<file path="src/rtl/sata_tx_align_sched.sv">
// ---------------------------------------------------------------------------
// sata_tx_align_sched
//
// Transmit-side primitive scheduler sitting between the link-layer word
// stream and the GTX TX datapath. One 16-bit word is handled per wclk cycle,
// so every SATA dword takes two cycles: phase 0 carries the low word and
// phase 1 the high word. All scheduling decisions are taken at phase 0.
//
// Functions:
//   * Inserts a burst of ALIGN_COUNT ALIGNP dwords every BURST_PERIOD
//     transmitted dwords while en=1, back-pressuring upstream meanwhile.
//   * Fills any dword for which upstream has no data with SYNCP.
//   * Starts an ALIGN burst at the next dword boundary on force_align,
//     independently of en (link bring-up, elastic-buffer recovery).
//   * Flags an upstream that abandons a dword half way (underrun) and
//     completes that dword with the SYNCP high word.
//
// Ports:
//   wclk         GTX TX word clock
//   rst          synchronous, active-low reset
//   en           ALIGN scheduling enable (0 = pass-through + SYNC fill only)
//   force_align  request an ALIGN burst at the next dword boundary
//   in_valid     upstream word valid
//   in_ready     upstream word accepted when in_valid & in_ready
//   in_data      upstream word, low word of a dword first
//   in_charisk   upstream K flags
//   out_data     registered word to the GTX
//   out_charisk  registered K flags to the GTX
//   out_lword    high with the second (last) word of each output dword
//   align_active high on both words of every ALIGNP dword
//   burst_done   1-cycle pulse with the last word of each burst
//   underrun     1-cycle pulse when upstream drops in_valid mid-dword
// ---------------------------------------------------------------------------
module sata_tx_align_sched #(
    parameter int BURST_PERIOD = 256,  // dwords per period, ALIGNPs included
    parameter int ALIGN_COUNT  = 2,    // ALIGNP dwords per burst
    parameter int CNT_W        = 8     // dword counter width
) (
    input  logic        wclk,
    input  logic        rst,
    input  logic        en,
    input  logic        force_align,
    input  logic        in_valid,
    output logic        in_ready,
    input  logic [15:0] in_data,
    input  logic [1:0]  in_charisk,
    output logic [15:0] out_data,
    output logic [1:0]  out_charisk,
    output logic        out_lword,
    output logic        align_active,
    output logic        burst_done,
    output logic        underrun
);

    // Number of non-ALIGN dwords between two scheduled bursts; the counter
    // saturates here and a burst is due once it is reached.
    localparam logic [CNT_W-1:0] CNT_MAX   = CNT_W'(BURST_PERIOD - ALIGN_COUNT);
    // ALIGN dwords still to follow the first one of a burst.
    localparam logic [CNT_W-1:0] ACNT_INIT = CNT_W'(ALIGN_COUNT - 1);

    // Primitive encodings (low word carries the K28.x control character).
    localparam logic [15:0] ALIGN_LO = 16'h4ABC;
    localparam logic [15:0] ALIGN_HI = 16'h7B4A;
    localparam logic [15:0] SYNC_LO  = 16'h957C;
    localparam logic [15:0] SYNC_HI  = 16'hB5B5;
    localparam logic [1:0]  K_LO     = 2'b01;
    localparam logic [1:0]  K_NONE   = 2'b00;

    typedef enum logic {
        ST_PASS,
        ST_ALIGN
    } state_t;

    // ------------------------------------------------------------------
    // Registered state
    // ------------------------------------------------------------------
    state_t           state;
    logic             phase;       // 0 = low word slot, 1 = high word slot
    logic [CNT_W-1:0] cnt;         // non-ALIGN dwords since the last burst
    logic [CNT_W-1:0] acnt;        // ALIGN dwords left after the current one
    logic             force_pend;  // latched force_align request
    logic             sync_dw;     // current PASS dword is SYNC fill

    // ------------------------------------------------------------------
    // Next-state values
    // ------------------------------------------------------------------
    state_t           state_nx;
    logic [CNT_W-1:0] cnt_nx;
    logic [CNT_W-1:0] acnt_nx;
    logic             force_pend_nx;
    logic             sync_dw_nx;
    logic [15:0]      data_nx;
    logic [1:0]       charisk_nx;
    logic             align_nx;
    logic             done_nx;
    logic             underrun_nx;

    logic             burst_start;

    // A burst begins at a dword boundary in PASS when either the schedule
    // is due or a forced request is pending. A simultaneous scheduled and
    // forced request collapses into this single start.
    assign burst_start = (state == ST_PASS) && !phase &&
                         ((en && (cnt == CNT_MAX)) || force_pend);

    // in_ready depends only on registered state (and the quasi-static en),
    // never on in_valid, so upstream can build valid from ready without a
    // combinational loop. At phase 1 only a data dword takes a word; a SYNC
    // dword has already committed its slot.
    assign in_ready = (state == ST_PASS) && (phase ? !sync_dw : !burst_start);

    // ------------------------------------------------------------------
    // Next-state and output-word logic
    // ------------------------------------------------------------------
    always_comb begin
        // NOTE: every signal assigned below receives a default first, so no
        // path through the branches leaves it unassigned and no latch is
        // inferred.
        state_nx      = state;
        cnt_nx        = cnt;
        acnt_nx       = acnt;
        force_pend_nx = force_pend | force_align;
        sync_dw_nx    = sync_dw;
        data_nx       = 16'h0000;
        charisk_nx    = K_NONE;
        align_nx      = 1'b0;
        done_nx       = 1'b0;
        underrun_nx   = 1'b0;

        if (!phase) begin
            // Low word: decide what this dword is.
            if ((state == ST_ALIGN) || burst_start) begin
                data_nx    = ALIGN_LO;
                charisk_nx = K_LO;
                align_nx   = 1'b1;
                if (burst_start) begin
                    state_nx      = ST_ALIGN;
                    acnt_nx       = ACNT_INIT;
                    cnt_nx        = '0;
                    force_pend_nx = 1'b0;
                end
            end else if (in_valid) begin
                data_nx    = in_data;
                charisk_nx = in_charisk;
                sync_dw_nx = 1'b0;
            end else begin
                data_nx    = SYNC_LO;
                charisk_nx = K_LO;
                sync_dw_nx = 1'b1;
            end
        end else begin
            // High word: complete the dword chosen at phase 0.
            if (state == ST_ALIGN) begin
                data_nx    = ALIGN_HI;
                charisk_nx = K_NONE;
                align_nx   = 1'b1;
                if (acnt == '0) begin
                    // Last ALIGNP of the burst. Any force request that came
                    // in while the burst ran is satisfied by it.
                    done_nx       = 1'b1;
                    state_nx      = ST_PASS;
                    force_pend_nx = 1'b0;
                end else begin
                    acnt_nx = acnt - 1'b1;
                end
            end else begin
                if (!sync_dw && in_valid) begin
                    data_nx    = in_data;
                    charisk_nx = in_charisk;
                end else begin
                    // SYNC fill, or upstream abandoned a data dword: close it
                    // as a SYNC-shaped dword so the GTX stream stays legal.
                    data_nx     = SYNC_HI;
                    charisk_nx  = K_NONE;
                    underrun_nx = !sync_dw;
                end
                if (cnt != CNT_MAX) begin
                    cnt_nx = cnt + 1'b1;
                end
            end
        end

        // With scheduling disabled the period restarts from zero, so the
        // first scheduled burst after enabling comes a full period later.
        if (!en) begin
            cnt_nx = '0;
        end
    end

    // ------------------------------------------------------------------
    // State and output registers
    // ------------------------------------------------------------------
    always_ff @(posedge wclk) begin
        // NOTE: sequential state uses non-blocking assignments so every
        // register samples the values from before this clock edge.
        if (!rst) begin
            state        <= ST_PASS;
            phase        <= 1'b0;
            cnt          <= CNT_MAX;  // first dword after reset opens a burst
            acnt         <= '0;
            force_pend   <= 1'b0;
            sync_dw      <= 1'b0;
            out_data     <= 16'h0000;
            out_charisk  <= K_NONE;
            out_lword    <= 1'b0;
            align_active <= 1'b0;
            burst_done   <= 1'b0;
            underrun     <= 1'b0;
        end else begin
            state        <= state_nx;
            phase        <= !phase;
            cnt          <= cnt_nx;
            acnt         <= acnt_nx;
            force_pend   <= force_pend_nx;
            sync_dw      <= sync_dw_nx;
            out_data     <= data_nx;
            out_charisk  <= charisk_nx;
            out_lword    <= phase;
            align_active <= align_nx;
            burst_done   <= done_nx;
            underrun     <= underrun_nx;
        end
    end

endmodule

</file>
<file path="config.mk">
export PLATFORM = sky130hd
export DESIGN_NAME = sata_tx_align_sched
export DESIGN_NICKNAME = d
export VERILOG_FILES = /design/src/rtl/sata_tx_align_sched.sv
export SDC_FILE = /design/constraint.sdc
export NUM_CORES = 1
export LEC_CHECK = 0
export ABC_AREA = 0
export CORE_MARGIN = 1
export CORE_UTILIZATION = 53
export DETAILED_ROUTE_END_ITERATION = 10
export PLACE_DENSITY = 0.95
export SETUP_SLACK_MARGIN = 0.02
export SLEW_MARGIN = 20
export SYNTH_ARGS = -nofsm -noshare
export SYNTH_HDL_FRONTEND = slang
export SYNTH_SLANG_ARGS = --single-unit
</file>
<file path="constraint.sdc">
create_clock -name wclk -period 5 [get_ports wclk]
set_input_delay 1.25 -clock wclk [delete_from_list [all_inputs] [get_ports wclk]]
set_output_delay 1.25 -clock wclk [all_outputs]
set_load 0.05 [all_outputs]
</file>
==> out/qor.csv <==
stage;metric;value;unit
worst_setup_path;worst-path cell chain;clkdlybuf4s50_1, a311oi_4, a21o_1, clkdlybuf4s50_1;
global_routing;first-pass GRT wire length;9020;um
global_routing;initial antenna violation count;0;
floorplan;die width;63.3;um
worst_setup_path;Worst Reg-to-Reg Cells;6;
power_and_ir_drop;part of the power in the clock network;31.0;%
worst_setup_path;FF-to-FF Start;cnt[0];
sta;measured slew at the worst slew-check pin;0.767;ns
place;Post-DP Area;0.00246;mm2
power_and_ir_drop;Psw;0.291;mW
power_and_ir_drop;Flop pwr share;43.2;%
synth;number of flops mapped to enable cells by yosys;0;
routing;Vias;1959;
synth;post-synthesis sequential area ratio;42.2;%
synth;adder-cell share of the synthesized area;2.51;%
global_routing;GRT overflow;0;
status;status;completed;
clocking;clock slew at reported path FFs;0.08;ns
global_routing;largest net degree at the start of global routing;29;
clocking;H-tree depth;2;
routing;Vias/cell;6.20;
worst_setup_path;Critical Path Sink Type;primary output;
hold_path;min-delay worst type;flop to flop;
sta;fin crit share;86.4;%
hold_path;Hold Crit Depth;1;
routing;initial drt markers;241;
worst_setup_path;CP most frequent cell;clkdlybuf4s50_1;
synth;Post-Synth Simple-Gate Area;22.0;%
sta;Period minus WS final;4.32;ns
power_and_ir_drop;Comb power frac;25.8;%
power_and_ir_drop;P per Cell Area;345;mW/mm2
place;routability cong.;0.884;
synth;mux cell area share after synthesis;0.503;%
floorplan;row count;21;
hold_path;HP Start;acnt[0];
sta;final max-slew violation count;0;
cells_and_area;flip-flop and latch area;841;um2
clocking;clk buf depth;2;
synth;syn_area_per_cell;8.74;um2
synth;Top FF cell, synth;dfxtp_1;
cells_and_area;# fillers;241;
power_and_ir_drop;sw frac;32.8;%
clocking;Sink Count;42;
cells_and_area;Final nets;296;
worst_setup_path;WP buf/inv;2;
sta;Clock Skew;0.00994;ns
flow_run;max cap viols;0;
worst_setup_path;maximum fanout along the worst path;6;
synth;Gate Count Post-Synth;228;
clocking;CTS root buffer;clkbuf_8;
synth;top-area cell type share of the netlist area;42.2;%
cells_and_area;commonest non-fill, non-tap cells in the layout;45 x clkdlybuf4s50_1, 42 x dfxtp_1, 19 x nor2_1;
sta;Final Hold Vio Count;0;
cells_and_area;Ant. Diodes;0;
sta;Final Setup Violations;0;
synth;synthesized area;0.00199;mm2
place;DP HPWL;3330;um
power_and_ir_drop;total power;0.888;mW
worst_setup_path;Crit Reg-Reg Endpoint;out_data[5];
routing;Avg WL per Cell;16.6;um
routing;drt first pass iters;5;
cells_and_area;footprint of the multi-input gates;0.00105;mm2
cells_and_area;most common cell after layout, fill and taps aside;clkdlybuf4s50_1;
place;Place WS;0.704;ns
synth;largest area contributor in the netlist;dfxtp_1;
clocking;post-CTS setup buffer count;0;
floorplan;floorplan die height;63.3;um
cells_and_area;post-route cell area;0.00258;mm2
synth;Yosys reg bits;42;
hold_path;Hold Path Sink;acnt[0];
synth;top post-synthesis cells by area;dfxtp_1 42%, a21oi_1 3.8%, nor2_1 3.6%;
synth;xor/xnor share of the synthesized area;2.20;%
routing;Post-DRT Antenna Nets;0;
worst_setup_path;Worst EP arrival;3.07;ns
synth;largest family of logic cells by synthesized area;compound AO/OA/AOI/OAI gates;
clocking;post-CTS resize count;0;
place;Inst Count DP;308;
cells_and_area;Post-Layout Cell Count;316;
worst_setup_path;worst setup path category;input pin to primary output;
power_and_ir_drop;VDD IR max;0.160;mV
worst_setup_path;CP max stage cell;clkdlybuf4s50_1;
cells_and_area;Area Growth Syn to Fin;29.4;%
sta;Peak Freq;232;MHz
floorplan;die area;0.00401;mm2
cells_and_area;fraction of layout cells with a size suffix above 1;7.78;%
routing;drt drc;0;
global_routing;vias in the first global route;1868;
power_and_ir_drop;Internal Power;0.597;mW
sta;Final TNS setup;0;ns
sta;unrepaired setup endpoints after global routing;no;
clocking;clock latency on the worst-skew pair;0.30;ns
worst_setup_path;crit path launch type;input pin;
routing;drt total wl;5230;um
sta;Slew HR;48.4;%
floorplan;Starting Density;57.4;%
clocking;TritonCTS clock tree;done;
synth;Syn Nets;255;
clocking;CTS Hold Bufs;0;
synth;yosys warns;0;
place;Buffers on Ports;45;
worst_setup_path;R2R Setup Slk;2.82;ns
worst_setup_path;Worst Path Required;3.75;ns
sta;Final WS setup;0.682;ns
power_and_ir_drop;Leak;0.989;nW
floorplan;core footprint;0.00347;mm2
synth;count of unique library cells instantiated by Yosys;51;
worst_setup_path;crit-path leading delay family;buffers and inverters;
clocking;clock buffers created by TritonCTS;5;
worst_setup_path;slowest stage delay, CP;0.80;ns
global_routing;Total GRT Usage;28.7;%
floorplan;IO Pins;46;
synth;Compound-Gate Fraction of Synth Area;25.4;%
synth;fraction of registers with async set/reset;0;%
## power groups by stage
| stage | logic, mW | registers [mW] | clock network (mW) |
|---|---|---|---|
| 3_3_place_gp | 0.219 | 0.388 | 0 |
| 3_5_place_dp | 0.223 | 0.390 | 0 |
| 5_1_grt | 0.244 | 0.388 | 0.290 |
| 2_1_floorplan | 0.0992 | 0.440 | 0 |
| 4_1_cts | 0.227 | 0.383 | 0.277 |
| 6_report | 0.229 | 0.383 | 0.276 |
## flip-flops by register name, indices dropped and copies added, names as in the netlist
| name | flops |
|---|---|
| acnt | 8 |
| align_active | 1 |
| burst_done | 1 |
| cnt | 8 |
| force_pend | 1 |
| out_charisk | 2 |
| out_data | 16 |
| out_lword | 1 |
| phase | 1 |
| state | 1 |
| sync_dw | 1 |
| underrun | 1 |
## worst max-delay path by stage
stage | cells past startpoint | from | to | slack, ns
after floorplan | 3 | en | in_ready | 1.64
after global placement | 4 | en | in_ready | 0.73
after detailed placement | 4 | en | in_ready | 0.70
after CTS | 4 | en | in_ready | 0.70
after global routing | 4 | en | in_ready | 0.63
final | 4 | en | in_ready | 0.68
## synthesized netlist by cell type (2+ instances only)
cell	instances
a21o_1	2
o31ai_1	5
o22ai_1	2
or2_2	2
dfxtp_1	42
nor2b_1	4
o211ai_1	4
nand3_1	10
nand2_1	14
a31oi_1	2
a211oi_1	4
nor3_1	4
or4_1	2
o211a_1	4
and4_1	2
a31o_2	2
nand3b_1	3
nor2_1	19
o21ai_0	11
xnor2_1	5
nor4_1	3
o21a_1	3
clkbuf_1	10
and3_1	2
a21oi_1	15
a41oi_1	2
buf_2	4
nand4_1	4
inv_1	12
nand2b_1	6
ha_1	4
## worst reg2reg max path: stages, from the launching register on
cell      delay, ns
dfxtp_1        0.40
inv_1          0.09
ha_1           0.21
and4_1         0.32
a311oi_4       0.47
nand2_1        0.27
o211a_1        0.31
## routing by layer
layer / vias up / track usage, % / share of wire (%)
li1: 918 / - / -
met1: 910 / 35.7 / 41
met2: 117 / 49.2 / 49
met3: 14 / 4.89 / 8.2
met4: 0 / 11.1 / 1.9
met5: - / 0 / 0
## per-stage QoR
| step | hold slack (ns) | util (%) |
|---|---|---|
| final | 0.516 | 74.3 |
| after global routing | 0.538 | 74.3 |
| after CTS | 0.509 | 74.3 |
| after detailed placement | 0.491 | 71.1 |
| after global placement | 0.480 | 71.1 |
| after floorplan | 0.459 | - |
## final cells by class
| class | count | area share, % |
|---|---|---|
| sequential | 42 | 32.6 |
| tap | 46 | 2.23 |
| timing repair buffer | 48 | 18.3 |
| multi-input combinational | 160 | 40.7 |
| inverter | 12 | 1.75 |
| clock inverter | 3 | 1.70 |
| clock buffer | 5 | 2.67 |
## logic make-up after synthesis
| logic type | count (synthesis) |
|---|---|
| adders and majority gates | 4 |
| xor gates and xnor gates | 5 |
| AOI/OAI and AO/OA | 68 |
| and+or+nand+nor | 82 |
| buffers and inverters | 26 |
| DFF | 42 |
| muxes | 1 |
No activity file was read; power rests on OpenSTA's default activity.
